### config.mk
export PLATFORM = sky130hd
export DESIGN_NAME = div_iter_param
export DESIGN_NICKNAME = d
export VERILOG_FILES = /design/src/rtl/div_iter_param.sv
export SDC_FILE = /design/constraint.sdc
export NUM_CORES = 1
export LEC_CHECK = 0
export CAP_MARGIN = 20
export CORE_ASPECT_RATIO = 0.6
export CORE_MARGIN = 10
export CORE_UTILIZATION = 40
export DETAILED_ROUTE_END_ITERATION = 7
export PLACE_DENSITY_LB_ADDON = 0.25
export SYNTH_ARGS = -nofsm -noshare
export SYNTH_HDL_FRONTEND = slang
export SYNTH_SLANG_ARGS = --single-unit
### constraint.sdc
create_clock -name clk -period 15.95 [get_ports clk]
set_input_delay 3.19 -clock clk [delete_from_list [all_inputs] [get_ports clk]]
set_output_delay 3.19 -clock clk [all_outputs]
set_load 0.01 [all_outputs]
### src/rtl/div_iter_param.sv
// ---------------------------------------------------------------------------
// div_iter_param
// Iterative restoring divider for the execute stage of the integer pipeline.
// It produces one quotient bit per clock. Before the loop starts, the
// dividend is left-aligned so that only its significant bits are iterated.
// The iteration count is rounded up to a multiple of GRAN. Divide-by-zero
// gives a defined result and raises the dbz flag.
//
// Ports:
//   clk        rising-edge clock
//   resetn     asynchronous active-low reset
//   flush      synchronous abort from Commit; next state is IDLE
//   in_valid   operands valid           in_ready  divider can accept (IDLE)
//   a, b       dividend / divisor       signed_en 1 = two's-complement divide
//   out_valid  result valid, held       out_ready consumer takes result
//   q, rem     quotient / remainder     dbz       divide-by-zero flag
//   busy       high in CALC or DONE
// ---------------------------------------------------------------------------
module div_iter_param #(
   parameter int WIDTH = 32,
   parameter int GRAN  = 4
) (
   input  logic             clk,
   input  logic             resetn,
   input  logic             flush,
   input  logic             in_valid,
   output logic             in_ready,
   input  logic [WIDTH-1:0] a,
   input  logic [WIDTH-1:0] b,
   input  logic             signed_en,
   output logic             out_valid,
   input  logic             out_ready,
   output logic [WIDTH-1:0] q,
   output logic [WIDTH-1:0] rem,
   output logic             dbz,
   output logic             busy
);

   localparam int               CW   = $clog2(WIDTH + 1);
   localparam logic [WIDTH-1:0] ONE  = {{(WIDTH-1){1'b0}}, 1'b1};
   localparam logic [WIDTH-1:0] ZERO = {WIDTH{1'b0}};
   localparam logic [CW-1:0]    CNT1 = {{(CW-1){1'b0}}, 1'b1};

   typedef enum logic [1:0] {
      IDLE = 2'd0,
      CALC = 2'd1,
      DONE = 2'd2
   } state_t;

   // Two's-complement negate when neg is set, otherwise pass through.
   function automatic logic [WIDTH-1:0] neg_if(input logic [WIDTH-1:0] x,
                                               input logic             neg);
      logic [WIDTH-1:0] r;
      if (neg) begin
         r = ~x + ONE;
      end else begin
         r = x;
      end
      return r;
   endfunction

   // Iteration count: MSB position + 1, rounded up to a multiple of GRAN.
   function automatic logic [CW-1:0] iter_count(input logic [WIDTH-1:0] x);
      int l;
      l = 0;
      for (int i = 0; i < WIDTH; i++) begin
         l = x[i] ? (i + 1) : l;
      end
      return CW'(((l + GRAN - 1) / GRAN) * GRAN);
   endfunction

   state_t           state_q, state_d;
   logic [WIDTH-1:0] dvd_q, dvd_d;          // aligned dividend, shifted out MSB first
   logic [WIDTH-1:0] dvs_q, dvs_d;          // divisor magnitude
   logic [WIDTH-1:0] prem_q, prem_d;        // partial remainder (always < divisor)
   logic [WIDTH-1:0] quo_q, quo_d;          // quotient magnitude being built
   logic [CW-1:0]    cnt_q, cnt_d;
   logic             q_neg_q, q_neg_d;
   logic             rem_neg_q, rem_neg_d;
   logic [WIDTH-1:0] q_out_q, q_out_d;
   logic [WIDTH-1:0] rem_out_q, rem_out_d;
   logic             dbz_q, dbz_d;
   logic             out_valid_q, out_valid_d;
   logic             in_ready_q, in_ready_d;
   logic             busy_q, busy_d;

   logic [WIDTH-1:0] mag_a_s, mag_b_s, align_s;
   logic [CW-1:0]    n_s;
   logic [WIDTH:0]   rem_shift_s, diff_s;
   logic             qbit_s;
   logic [WIDTH-1:0] prem_next_s, quo_next_s;

   assign mag_a_s = neg_if(a, signed_en & a[WIDTH-1]);
   assign mag_b_s = neg_if(b, signed_en & b[WIDTH-1]);
   assign n_s     = iter_count(mag_a_s);
   // Leading zeros beyond the rounded count are skipped by pre-shifting.
   assign align_s = mag_a_s << (CW'(WIDTH) - n_s);

   // One restoring step. A clear borrow (bit WIDTH) means the divisor fits.
   assign rem_shift_s = {prem_q, dvd_q[WIDTH-1]};
   assign diff_s      = rem_shift_s - {1'b0, dvs_q};
   assign qbit_s      = ~diff_s[WIDTH];
   assign prem_next_s = qbit_s ? diff_s[WIDTH-1:0] : rem_shift_s[WIDTH-1:0];
   assign quo_next_s  = {quo_q[WIDTH-2:0], qbit_s};

   // Next-state and registered-output logic for the IDLE/CALC/DONE FSM.
   always_comb begin
      state_d     = state_q;
      dvd_d       = dvd_q;
      dvs_d       = dvs_q;
      prem_d      = prem_q;
      quo_d       = quo_q;
      cnt_d       = cnt_q;
      q_neg_d     = q_neg_q;
      rem_neg_d   = rem_neg_q;
      q_out_d     = q_out_q;
      rem_out_d   = rem_out_q;
      dbz_d       = dbz_q;
      case (state_q)
         IDLE: begin
            if (in_valid && !flush) begin
               q_neg_d   = signed_en & (a[WIDTH-1] ^ b[WIDTH-1]);
               rem_neg_d = signed_en & a[WIDTH-1];
               dvs_d     = mag_b_s;
               prem_d    = ZERO;
               quo_d     = ZERO;
               if (b == ZERO) begin
                  q_out_d   = {WIDTH{1'b1}};
                  rem_out_d = a;
                  dbz_d     = 1'b1;
                  dvd_d     = mag_a_s;
                  cnt_d     = {CW{1'b0}};
                  state_d   = DONE;
               end else if (mag_a_s == ZERO) begin
                  q_out_d   = ZERO;
                  rem_out_d = ZERO;
                  dbz_d     = 1'b0;
                  dvd_d     = ZERO;
                  cnt_d     = {CW{1'b0}};
                  state_d   = DONE;
               end else begin
                  dvd_d     = align_s;
                  cnt_d     = n_s;
                  state_d   = CALC;
               end
            end else begin
               state_d = IDLE;
            end
         end
         CALC: begin
            if (flush) begin
               state_d = IDLE;
            end else begin
               dvd_d  = {dvd_q[WIDTH-2:0], 1'b0};
               prem_d = prem_next_s;
               quo_d  = quo_next_s;
               cnt_d  = cnt_q - CNT1;
               if (cnt_q == CNT1) begin
                  q_out_d   = neg_if(quo_next_s, q_neg_q);
                  rem_out_d = neg_if(prem_next_s, rem_neg_q);
                  dbz_d     = 1'b0;
                  state_d   = DONE;
               end else begin
                  state_d   = CALC;
               end
            end
         end
         DONE: begin
            // A transfer in the flush cycle still counts; both lead to IDLE.
            if (flush || out_ready) begin
               state_d = IDLE;
            end else begin
               state_d = DONE;
            end
         end
         default: begin
            state_d = IDLE;
         end
      endcase
      in_ready_d  = (state_d == IDLE);
      busy_d      = (state_d != IDLE);
      out_valid_d = (state_d == DONE);
   end

   // State and datapath registers; reset discards any operation in flight.
   always_ff @(posedge clk or negedge resetn) begin
      if (!resetn) begin
         state_q     <= IDLE;
         dvd_q       <= ZERO;
         dvs_q       <= ZERO;
         prem_q      <= ZERO;
         quo_q       <= ZERO;
         cnt_q       <= {CW{1'b0}};
         q_neg_q     <= 1'b0;
         rem_neg_q   <= 1'b0;
         q_out_q     <= ZERO;
         rem_out_q   <= ZERO;
         dbz_q       <= 1'b0;
         out_valid_q <= 1'b0;
         in_ready_q  <= 1'b1;
         busy_q      <= 1'b0;
      end else begin
         state_q     <= state_d;
         dvd_q       <= dvd_d;
         dvs_q       <= dvs_d;
         prem_q      <= prem_d;
         quo_q       <= quo_d;
         cnt_q       <= cnt_d;
         q_neg_q     <= q_neg_d;
         rem_neg_q   <= rem_neg_d;
         q_out_q     <= q_out_d;
         rem_out_q   <= rem_out_d;
         dbz_q       <= dbz_d;
         out_valid_q <= out_valid_d;
         in_ready_q  <= in_ready_d;
         busy_q      <= busy_d;
      end
   end

   assign in_ready  = in_ready_q;
   assign out_valid = out_valid_q;
   assign q         = q_out_q;
   assign rem       = rem_out_q;
   assign dbz       = dbz_q;
   assign busy      = busy_q;

endmodule

==> Yosys cells after proc, flatten, opt, wreduce, memory -nomap -nowiden <==
Cells that the tools add are included.
{ "word_totals": {"ram_bits": 0, "word_cells": 132, "out_inout_bits": 68, "input_bits": 70, "register_bits": 205, "latchBits": 0, "rom_bits": 0, "memories": 0} }
{ "classes": {"n_mul": 0, "bitwise": 10, "eq_ne": 8, "shifts": 1, "n_addsub": 10, "mux": 76, "div": 0, "n_reduce_logical": 13, "n_lt_le_gt_ge": 0} }
{ "op_table": {"columns": ["operator", "n"], "rows": [
  ["32-bit two-way mux", 20],
  ["32-bit one-hot mux with 2 select lines", 4],
  ["32-bit by 1-bit adder with 32-bit output, second input constant", 4],
  ["32-bit inverter", 4],
  ["5-bit two-way mux", 16],
  ["32-bit zero test", 2],
  ["31-bit one-hot mux with 2 select lines", 1],
  ["33-bit by 32-bit subtractor with 33-bit output", 1],
  ["4-bit two-way mux", 8],
  ["32-bit by 6-bit << shifter with 32-bit output", 1],
  ["31-bit two-way mux", 1],
  ["6-bit two-way mux", 5],
  ["2-bit two-way mux", 8],
  ["3-bit two-way mux", 4],
  ["6-bit one-hot mux with 2 select lines", 1],
  ["7-bit by 1-bit subtractor with 8-bit output, second input constant", 1],
  ["6-bit by 3-bit adder with 7-bit output, second input constant", 1],
  ["6-bit by 1-bit == test with 1-bit output, second input constant", 1],
  ["1-bit two-way mux", 6],
  ["2-bit != test, second input constant", 3],
  ["2-bit one-hot mux with 3 select lines", 1],
  ["6-bit by 1-bit subtractor with 6-bit output, second input constant", 1],
  ["6-bit subtractor, first input constant", 1],
  ["5-bit AND reduction", 1],
  ["other kinds (16)", 22]
]} }

==> Logic depth before layout (Yosys ltp) <==
Gate-level depths: netlist (run 1).
{ "logic_depth": {"ltp_word": 46, "ltp_mapped": 28, "mapped_depth_nobuf": 26} }

==> Worst setup path after synthesis (run 1) <==
Ideal clock, no wire load.
{ "synth_path": {"kind": "input port to flip-flop", "startpoint": "input a[0]", "endpoint": "register dvd_q[15]", "t_arrival_ns": 7.127, "stages": 18, "setup_ns": 0.137, "slack_ns": 8.686, "cell_sequence": "clkbuf_1 -> inv_1 -> ha_1 -> or4b_1 -> buf_2 -> or4_4 -> nor4_2 -> o21a_1 -> o21a_1 -> o2111ai_1 -> or2_1 -> buf_6 -> xnor2_4 -> and2_4 -> buf_6 -> mux4_2 -> a221oi_2 -> a21oi_1"} }
{ "synth_between": {"elab_chain_cells": 46} }
{ "synth_lines": {"columns": ["item", "line_no", "rtl"], "rows": [
  ["from (decl)", "28", "input logic [WIDTH-1:0] a,"],
  ["32-bit inverter", "55", "r = ~x + ONE;"],
  ["32-bit by 1-bit adder with 32-bit output", "55", null],
  ["32-bit two-way mux *", "54", "if (neg) begin"],
  ["1-bit two-way mux", "67", "l = x[i] ? (i + 1) : l;"],
  ["2-bit two-way mux (2 in a row)", "67", null],
  ["3-bit two-way mux (4 in a row)", "67", null],
  ["4-bit two-way mux (8 in a row)", "67", null],
  ["5-bit two-way mux (16 in a row)", "67", null],
  ["[... 4 more ...]", null, null],
  ["1-bit AND (no line)", null, null],
  ["4-bit by 1-bit adder with 4-bit output (no line)", null, null],
  ["6-bit subtractor", "97", "assign align_s = mag_a_s << (CW'(WIDTH) - n_s);"],
  ["32-bit by 6-bit << shifter with 32-bit output", "97", null],
  ["32-bit two-way mux", "134", "end else if (mag_a_s == ZERO) begin"],
  ["32-bit two-way mux *", "127", "if (b == ZERO) begin"],
  ["32-bit two-way mux *", "121", "if (in_valid && !flush) begin"],
  ["32-bit one-hot mux with 2 select lines *", "119", "case (state_q)"],
  ["to (signal assigned)", "204", "dvd_q <= dvd_d;"],
  ["to (decl)", "73", "logic [WIDTH-1:0] dvd_q, dvd_d;"]
]} }
Every way passes the cells marked *; elsewhere a longest branch is shown, timed or not. The select of a mux whose other input is x is not followed.
A chain may end at the register's enable or synchronous reset.

==> Final worst setup path (run 1) <==
{ "layout_path": {"startpoint": "input a[0]", "endpoint": "register dvd_q[23]"} }
The elaborated chain is that of the path after synthesis.

==> flow_metrics.tcl, run 1 <==
set metrics [dict create \
    grt_max_degree 100 \
    grt_first_pass_wirelength_mm 87.86 \
    first_pass_iters 6 \
    ys_seq_area_share_pct 32.45 \
    crit_chain "clkdlybuf4s50_1, inv_1, ha_1, nor4b_2, buf_4, nand3_2, o41ai_2, xor2_1, o211ai_1, nor4_1, nand4_1, nand3_1, o21bai_2, nor2_4, and3_1, o32a_1" \
    rsz0062_at_grt "false" \
    cts_inserted_buffers 23 \
    grt_usage_pct 22.51 \
    met3_usage_pct 6.549 \
    synth_area_per_cell_um2 8.321 \
    via_per_inst 6.194 \
    cts_tree "done" \
    vias 15490 \
    synth.most_common_cell "dfrtp_1" \
    dieArea_um2 48140 \
    die_w_um 276.7 \
    crit_arrival_ns 9.12 \
    final_antenna_net_count 0 \
    drcViolationCount 0 \
    register_area_um2 5131 \
    fillers 3760 \
    cap_violations 0 \
    clockRootBuffer "clkbuf_16" \
    ios 138 \
    async_flop_share_pct 100.0 \
    cts_resized 0 \
    io_buffers 137 \
    synth_common_cells "dfrtp_1, nand2_1, o21ai_0, nor2_1, a21oi_1" \
    critical_path.startpoint "a[0]" \
    dpl.hpwl_mm 42.58 \
    start_kind "primary input" \
    synth_edf_count 0 \
    ys_types 104 \
    fin_crit_sh_pct 54.39 \
    slowest_delay_ns 0.80 \
    hold_ws_ns 0.4706 \
    cts_setup_buffers 0 \
    hold_class "reg -> reg" \
    start_util_pct 40.51 \
    ir_worst_vdd_mv 0.1340 \
    synth_ff_type "dfrtp_1" \
    postCtsHoldBufs 0 \
    synth_warnings 0 \
    p_per_area_nw_per_um2 152.2 \
    slew_headroom_pct 21.69 \
    wl_mm 56.64 \
    fin_tns_setup_ns 0 \
    worstMarginPinSlew_ns 1.166 \
    nNetsFinal 2073 \
    r2r_slack_ns 8.59 \
    final.min_clock_period_ns 8.676 \
    critical_path_class "in -> reg" \
    multi_input_area_um2 9975 \
    worstPathBufferInverterCount 3 \
    clock_skew_ns 0.009099 \
    end_kind "register" \
    core_um2 39030 \
    finalHoldViolations 0 \
    wl_per_cell_um 22.65 \
    synthesis.area_um2 15810 \
    clk_pin_slew_ns 0.06 \
    clk_latency_ns 0.55 \
    cp.required_ns 16.39 \
    place_congestion 0.9995 \
    cts.path.max_buffers 3 \
    drive_gt1_share_pct 7.331 \
    setup_viol_count_final 0 \
    overflow 0 \
    grt_antenna_before_repair 1 \
    worstHoldPathCells 2 \
    leakage_nw 7.507 \
    status "complete, no violations" \
    busiest_layer "met1" \
    fp.dieH_um 174.0 \
    ys_ff_latch 205 \
    grt_pass1_vias 14570 \
    fmax_ghz 0.1153 \
    met1_usage_pct 33.54 \
    htree_levels 1 \
    synth_top_area_share_pct 32.29 \
    cp.depth 16 \
    r2r_cells 26 \
    path_delay_family "simple AND/OR/NAND/NOR gates" \
    syn_nets 2009 \
    cts.sinks 205 \
    rr_startpoint "dvd_q[31]" \
    area_growth_pct 15.95 \
    syn_inst 1900 \
    hp-start "dvd_q[0]" \
    cp_max_fo 13 \
    drt-initial-drc-count 1725 \
    drv_slew 0 \
    synth_top_area_cell "dfrtp_1" \
    slowest_stage "nor4_1" \
    row_count 56 \
    ys_top_cells_by_area "dfrtp_1, o21ai_0, xnor2_1" \
    globalRouteMet2Util_pct 31.11 \
]
-- metal layers --
metal	vias to the layer above	part of all wire (%)
met1	7526	48
met5	-	0
li1	7211	-
met4	0	2.1
met2	684	40
met3	70	9.9
-- tightest hold or removal path: cells and delay by family, from the launching register on --
family / cells / cell delay, ns
simple gates: 2 / 0.10
flops: 1 / 0.34
-- worst paths after layout --
path,to
max in group asynchronous,dvd_q[0]
min in group asynchronous,q[13]
hold reg to reg,dvd_q[0]
setup reg to reg,rem[30]
setup / recovery,dvd_q[23]
hold / removal,dvd_q[0]
-- flip-flops by register name (all words and copies together) (netlist names) --
| register | flops |
|---|---|
| cnt_q | 6 |
| rem_neg_q | 1 |
| q_neg_q | 1 |
| dbz | 1 |
| dvd_q | 32 |
| prem_q | 32 |
| dvs_q | 32 |
| busy | 1 |
| q | 32 |
| quo_q | 31 |
| out_valid | 1 |
| state_q | 2 |
| in_ready | 1 |
| rem | 32 |
-- final cells by class --
cell class,instances,area share [%]
Multi-Input combinational cell,1505,54.41
Sequential cell,205,27.99
Tap cell,522,3.563
Clock buffer,31,3.577
Antenna cell,1,0.01365
Inverter,58,1.188
Clock inverter,8,0.3344
Timing Repair Buffer,171,8.921
-- logic make-up (layout without fill, tap and decap cells) --
family / after synthesis / in the layout / synth area share (%)
AO/OA/AOI/OAI: 669 / 669 / 28.43
AND/OR/NAND/NOR: 595 / 595 / 19.16
flip-flops: 205 / 205 / 32.45
buffers and inverters: 190 / 268 / 4.899
XOR/XNOR: 152 / 152 / 8.587
multiplexers: 50 / 50 / 3.340
adder cells (fa/ha/maj): 39 / 39 / 3.134
other: 0 / 1 / 0
-- where the power goes --
| part | leakage, nW | internal [mW] | switching (mW) |
|---|---|---|---|
| clock network | 0.357 | 0.289 | 0.235 |
| registers | 2.67 | 0.635 | 0.112 |
| logic | 4.48 | 0.602 | 0.917 |
-- metrics by stage --
stage	util [%]	worst slack, ns	cells	total power [mW]	instance area [um2]
floorplan	-	8.686	1900	1.770	15810
finish	46.97	7.274	2501	2.791	18330
global route	46.97	7.060	2501	2.986	18330
global placement	45.08	6.974	2459	2.212	17590
detailed placement	45.08	6.991	2459	2.231	17590
CTS	46.91	7.538	2498	2.775	18310
-- layout by cell type (no fill, tap or decap), drive strengths merged, types with 13 or more instances in the layout --
cell type      instances
a221o                 23
o21ai                197
a31oi                 30
a21o                  32
a21oi                122
o21a                  15
o41ai                 16
xnor2                 84
clkbuf                33
o211ai                14
inv                   59
and3                  14
nor3                  67
a22oi                 22
dfrtp                204
or4                   19
mux2i                 40
nor4                  20
xor2                  68
buf                   33
o22ai                 14
nor2b                 13
o31ai                 30
nand2                191
nand2b                15
or3                   22
a22o                  33
ha                    38
nor2                 134
a211oi                21
nand4                 21
clkdlybuf4s50        136
nand3                 35
(Power assumes the default switching activity.)
==> run 2: changes to the inputs <==
- clock period: 15.95 -> 8.5 ns (I/O delays scaled with it)
==> run 2 against run 1 <==
Compared with the run above:
- cell area barely moved
- cell count about the same
- core utilization is essentially flat
- global-route usage is 0.21 points higher
- flip-flop and latch count is the same
- count of clock-buffer cells in the layout fell by 2
- non-clock buffer count shrank 1
- combinational power up 87%
- worst hold slack about the same
- sequential power grew 89%
- power grew 88%
- critical path depth stayed put
==> flow_metrics.tcl, run 2 (synthesized netlist as in run 1, its figures left out) <==
set metrics [dict create \
    status "complete, no violations" \
    cts.sinks 205 \
    cts_resized 0 \
    clk_pin_slew_ns 0.06 \
    row_count 56 \
    wl_mm 56.95 \
    worstHoldPathCells 2 \
    final_core_util_pct 46.94 \
    fmax_ghz 0.1390 \
    total_power_mw 5.247 \
    start_kind "primary input" \
    grt_first_pass_wirelength_mm 89.11 \
    fp.dieH_um 174.0 \
    grt_max_degree 110 \
    place_congestion 0.9751 \
    io_buffers 137 \
    cts_setup_buffers 0 \
    pwr-share-seq_pct 26.9 \
    die_w_um 276.7 \
    clkPwrFrac_pct 19.0 \
    final_antenna_net_count 0 \
    vias 15460 \
    hold_class "reg -> reg" \
    r2r_cells 25 \
    crit_arrival_ns 7.63 \
    clk_latency_ns 0.55 \
    fin_tns_setup_ns 0 \
    switching_power_mw 2.371 \
    core_um2 39030 \
    worst_slack_ns 1.305 \
    htree_levels 1 \
    critical_path_class "in -> reg" \
    drv_slew 0 \
    cts_tree "done" \
    start_util_pct 40.51 \
    area_growth_pct 15.88 \
    final.min_clock_period_ns 7.195 \
    cap_violations 0 \
    grt_antenna_before_repair 0 \
    end_kind "register" \
    first_pass_iters 5 \
    pre_cts_ws_ns 1.037 \
    leakage_nw 7.498 \
    p_int_mw 2.875 \
    cts_inserted_buffers 23 \
    ir_worst_vdd_mv 0.1721 \
    drcViolationCount 0 \
    drive_gt1_share_pct 7.237 \
    finalHoldViolations 0 \
    grt_usage_pct 22.71 \
    p_per_area_nw_per_um2 286.4 \
    cp_max_fo 13 \
    clockRootBuffer "clkbuf_16" \
    dieArea_um2 48140 \
    clock_skew_ns 0.01311 \
    p_comb_share_pct 54.1 \
    dpl.hpwl_mm 43.12 \
    via_per_inst 6.185 \
    cp.required_ns 8.93 \
    final_common_cell "dfrtp_1" \
    final_cell_mix "dfrtp_1, nand2_1, o21ai_0" \
    rsz0062_at_grt "false" \
    p_sw_share_pct 45.20 \
    nNetsFinal 2072 \
    setup_viol_count_final 0 \
    drt-initial-drc-count 1782 \
    cts.path.max_buffers 3 \
    postCtsHoldBufs 0 \
    fin_crit_sh_pct 84.65 \
    wl_per_cell_um 22.78 \
    slew_headroom_pct 27.71 \
    grt_pass1_vias 14750 \
    worstMarginPinSlew_ns 1.080 \
    ios 138 \
    overflow 0 \
]
run 2: cell count changes in the layout (fill, tap and decap cells not counted), sizes merged:
cell and delta:
buf -1, bufinv +1, clkbuf -2, diode +1
run 2: metal layers:
metal / GRT usage [%] / vias up / routed length, um
met1: 33.45 / 7512 / 27140
met5: 0 / - / 0
met4: 5.305 / 0 / 1354
met3: 6.496 / 76 / 5666
met2: 31.76 / 691 / 22790
li1: - / 7183 / -
run 2: path summary, 6_finish.rpt:
path / startpoint / endpoint / slack [ns]
max: a[0] / dvd_q[23] / 1.31
min: dvd_q[0] / dvd_q[0] / 0.47
max reg2reg: dvd_q[31] / rem[30] / 1.84
min reg2reg: dvd_q[0] / dvd_q[0] / 0.47
max in group asynchronous: resetn / dvd_q[8] / 5.91
min in group asynchronous: resetn / quo_q[9] / 1.28
run 2: power by group through the flow:
stage	clock (mW)	sequential, mW	combinational (mW)
after detailed placement	0	1.42	2.78
after global routing	1.05	1.44	3.13
after global placement	0	1.42	2.74
after floorplan	0	1.36	1.96
after CTS	1.01	1.41	2.80
final	0.998	1.41	2.84
run 2: area by class of cell:
class	count	area, um2
clock buffer	29	628.1
multi-input combinational	1505	9975
fill	3806	20710
sequential	205	5131
clock inverter	9	91.34
timing repair buffer	170	1620
inverter	58	217.7
antenna	2	5.005
tap	522	653.1
run 2: metrics by stage:
step	instance area, um2	cells	hold slack, ns
2_1_floorplan	15810	1900	0.4387
3_3_place_gp	17590	2459	0.4552
3_5_place_dp	17590	2459	0.4597
4_1_cts	18310	2497	0.4746
5_1_grt	18320	2498	0.4981
6_report	18320	2500	0.4707
run 2: worst max-delay path: stages:
cell,delay (ns)
clkdlybuf4s50_1,0.68
inv_1,0.22
ha_1,0.27
nor4b_2,0.22
buf_4,0.25
nand3_2,0.21
o41ai_2,0.43
xor2_1,0.59
o211ai_1,0.33
nor4_1,0.85
nand4_1,0.42
nand3_1,0.36
o21bai_2,0.37
nor2_4,0.18
and3_1,0.23
o32a_1,0.31
==> run 3: changes to the inputs <==
- clock period: 8.5 -> 6.05 ns (I/O delays scaled with it)
==> run 3 against run 2 <==
Compared with the run above:
- worst setup slack lost 0.97 ns
- routed wire length is 3.7% higher
- cell count increased by 4.5%
- clock skew rose by 0.0028 ns
- via count increased by 3.4%
- worst hold slack improved by 0.00064 ns
- count of clock-buffer cells in the layout unchanged
- power grew 46%
- clock power up 49%
- flip-flop and latch count stayed put
- register-to-register slack worse by 1.5 ns
- critical endpoint is now rem[30]
- highest routed layer is now met5
==> flow_metrics.tcl, run 3 (synthesized netlist as in run 1, its figures left out) <==
set metrics [dict create \
    status "complete, no violations" \
    place_congestion 0.9936 \
    via_per_inst 6.119 \
    hp-start "dvd_q[0]" \
    cts_tree "done" \
    final_cell_mix "dfrtp_1, nand2_1, o21ai_0" \
    final_antenna_net_count 0 \
    drive_gt1_share_pct 12.35 \
    drt-initial-drc-count 1897 \
    cts_setup_buffers 0 \
    whs_endpoint "dvd_q[0]" \
    clk_pin_slew_ns 0.07 \
    drcViolationCount 0 \
    fmax_ghz 0.1750 \
    cp.required_ns 6.50 \
    ir_worst_vdd_mv 0.2912 \
    placed_area_um2 18490 \
    htree_levels 1 \
    start_util_pct 40.51 \
    drv_slew 0 \
    crit_arrival_ns 6.16 \
    setup_viol_count_final 0 \
    worstHoldPathCells 2 \
    start_kind "register" \
    clockRootBuffer "clkbuf_16" \
    area_growth_pct 22.12 \
    r2r_cells 27 \
    slowest_stage "dfrtp_1" \
    vias 15990 \
    row_count 56 \
    overflow 0 \
    cts.sinks 205 \
    clock_skew_ns 0.01593 \
    first_pass_iters 8 \
    p_per_area_nw_per_um2 397.3 \
    grt_first_pass_wirelength_mm 92.20 \
    grt_usage_pct 23.57 \
    grt_max_degree 149 \
    leakage_nw 8.091 \
    grt_pass1_vias 15320 \
    cts_inserted_buffers 23 \
    dieArea_um2 48140 \
    rr_startpoint "dvd_q[31]" \
    core_um2 39030 \
    r2r_slack_ns 0.33 \
    fp.dieH_um 174.0 \
    nNetsFinal 2185 \
    final.min_clock_period_ns 5.715 \
    slowest_delay_ns 0.47 \
    clk_latency_ns 0.54 \
    finalHoldViolations 0 \
    die_w_um 276.7 \
    r2r_end "rem[30]" \
    grt_antenna_before_repair 4 \
    worstMarginPinSlew_ns 1.042 \
    wl_per_cell_um 22.60 \
    cts.path.max_buffers 3 \
    critical_path_class "reg -> reg" \
    rsz0062_at_grt "false" \
    total_power_mw 7.670 \
    hold_class "reg -> reg" \
    wl_mm 59.05 \
    final_common_cell "dfrtp_1" \
    ios 138 \
    fin_crit_sh_pct 94.47 \
    cap_violations 0 \
    io_buffers 137 \
    cp_max_fo 4 \
    finalInstanceArea_um2 19310 \
    dpl.hpwl_mm 45.11 \
    end_kind "register" \
    fin_tns_setup_ns 0 \
    slew_headroom_pct 29.79 \
    final_core_util_pct 49.47 \
]
## run 3: cell count changes in the layout (fill, tap and decap cells not counted), moves of 2 or more
| cell | previous run | this run |
|---|---|---|
| buf_4 | 32 | 141 |
| buf_12 | 0 | 4 |
| bufinv_16 | 1 | 4 |
| clkinv_2 | 5 | 3 |
## run 3: report_power, final
group,switching (mW),internal (mW)
Sequential,0.302,1.67
Combinational,2.48,1.72
Clock,0.605,0.890
## run 3: cell type report
| cell class | instances | area (um2) |
|---|---|---|
| fillers | 3752 | 19720 |
| multi-input cells | 1505 | 9988 |
| flip-flops and latches | 205 | 5131 |
| repair buffers | 283 | 2541 |
| well taps | 522 | 653.1 |
| clock buffers | 29 | 618.1 |
| inverters | 58 | 217.7 |
| clock inverters | 9 | 152.6 |
| diodes | 2 | 5.005 |
## run 3: timing repair
item	in CTS	in global routing
endpoints found under the setup margin	0	6
endpoints found under the hold margin	0	0
resized for setup	0	3
hold buffers	0	0
## run 3: routing by layer
layer	global-route usage (%)	vias to the layer above	part of all wire, %
li1	-	7408	-
met1	34.49	7699	46
met2	32.30	797	39
met3	7.590	79	12
met4	6.140	6	2.5
met5	0	-	0.069
## run 3: stage by stage
| step | std cells | worst slack [ns] | hold WS [ns] |
|---|---|---|---|
| 2_1_floorplan | 1900 | 0.4994 | 0.4387 |
| 3_3_place_gp | 2572 | 0.2402 | 0.4508 |
| 3_5_place_dp | 2572 | 0.1563 | 0.4646 |
| 4_1_cts | 2610 | 0.3855 | 0.4758 |
| 5_1_grt | 2612 | 0.007961 | 0.4960 |
| 6_report | 2613 | 0.3348 | 0.4713 |
## run 3: critical path: cells and delay by family, from the launching register on
| family | cells | cell delay [ns] |
|---|---|---|
| AND/OR/NAND/NOR | 8 | 1.66 |
| AO/OA/AOI/OAI | 9 | 1.73 |
| multiplexers | 1 | 0.13 |
| buffers and inverters | 5 | 0.65 |
| flip-flops | 1 | 0.47 |
| XOR/XNOR | 1 | 0.17 |
| adder cells (fa/ha/maj) | 3 | 0.80 |
## run 3: how the worst max path moves through the flow
stage / start / end / slack [ns] / cells past startpoint
6_report: dvd_q[31] / rem[30] / 0.33 / 27
5_1_grt: dvd_q[31] / rem[30] / 0.008 / 27
4_1_cts: dvd_q[31] / rem[30] / 0.39 / 27
3_5_place_dp: a[0] / q[2] / 0.16 / 15
3_3_place_gp: a[0] / rem[5] / 0.24 / 15
2_1_floorplan: dvd_q[31] / rem[30] / 0.50 / 27
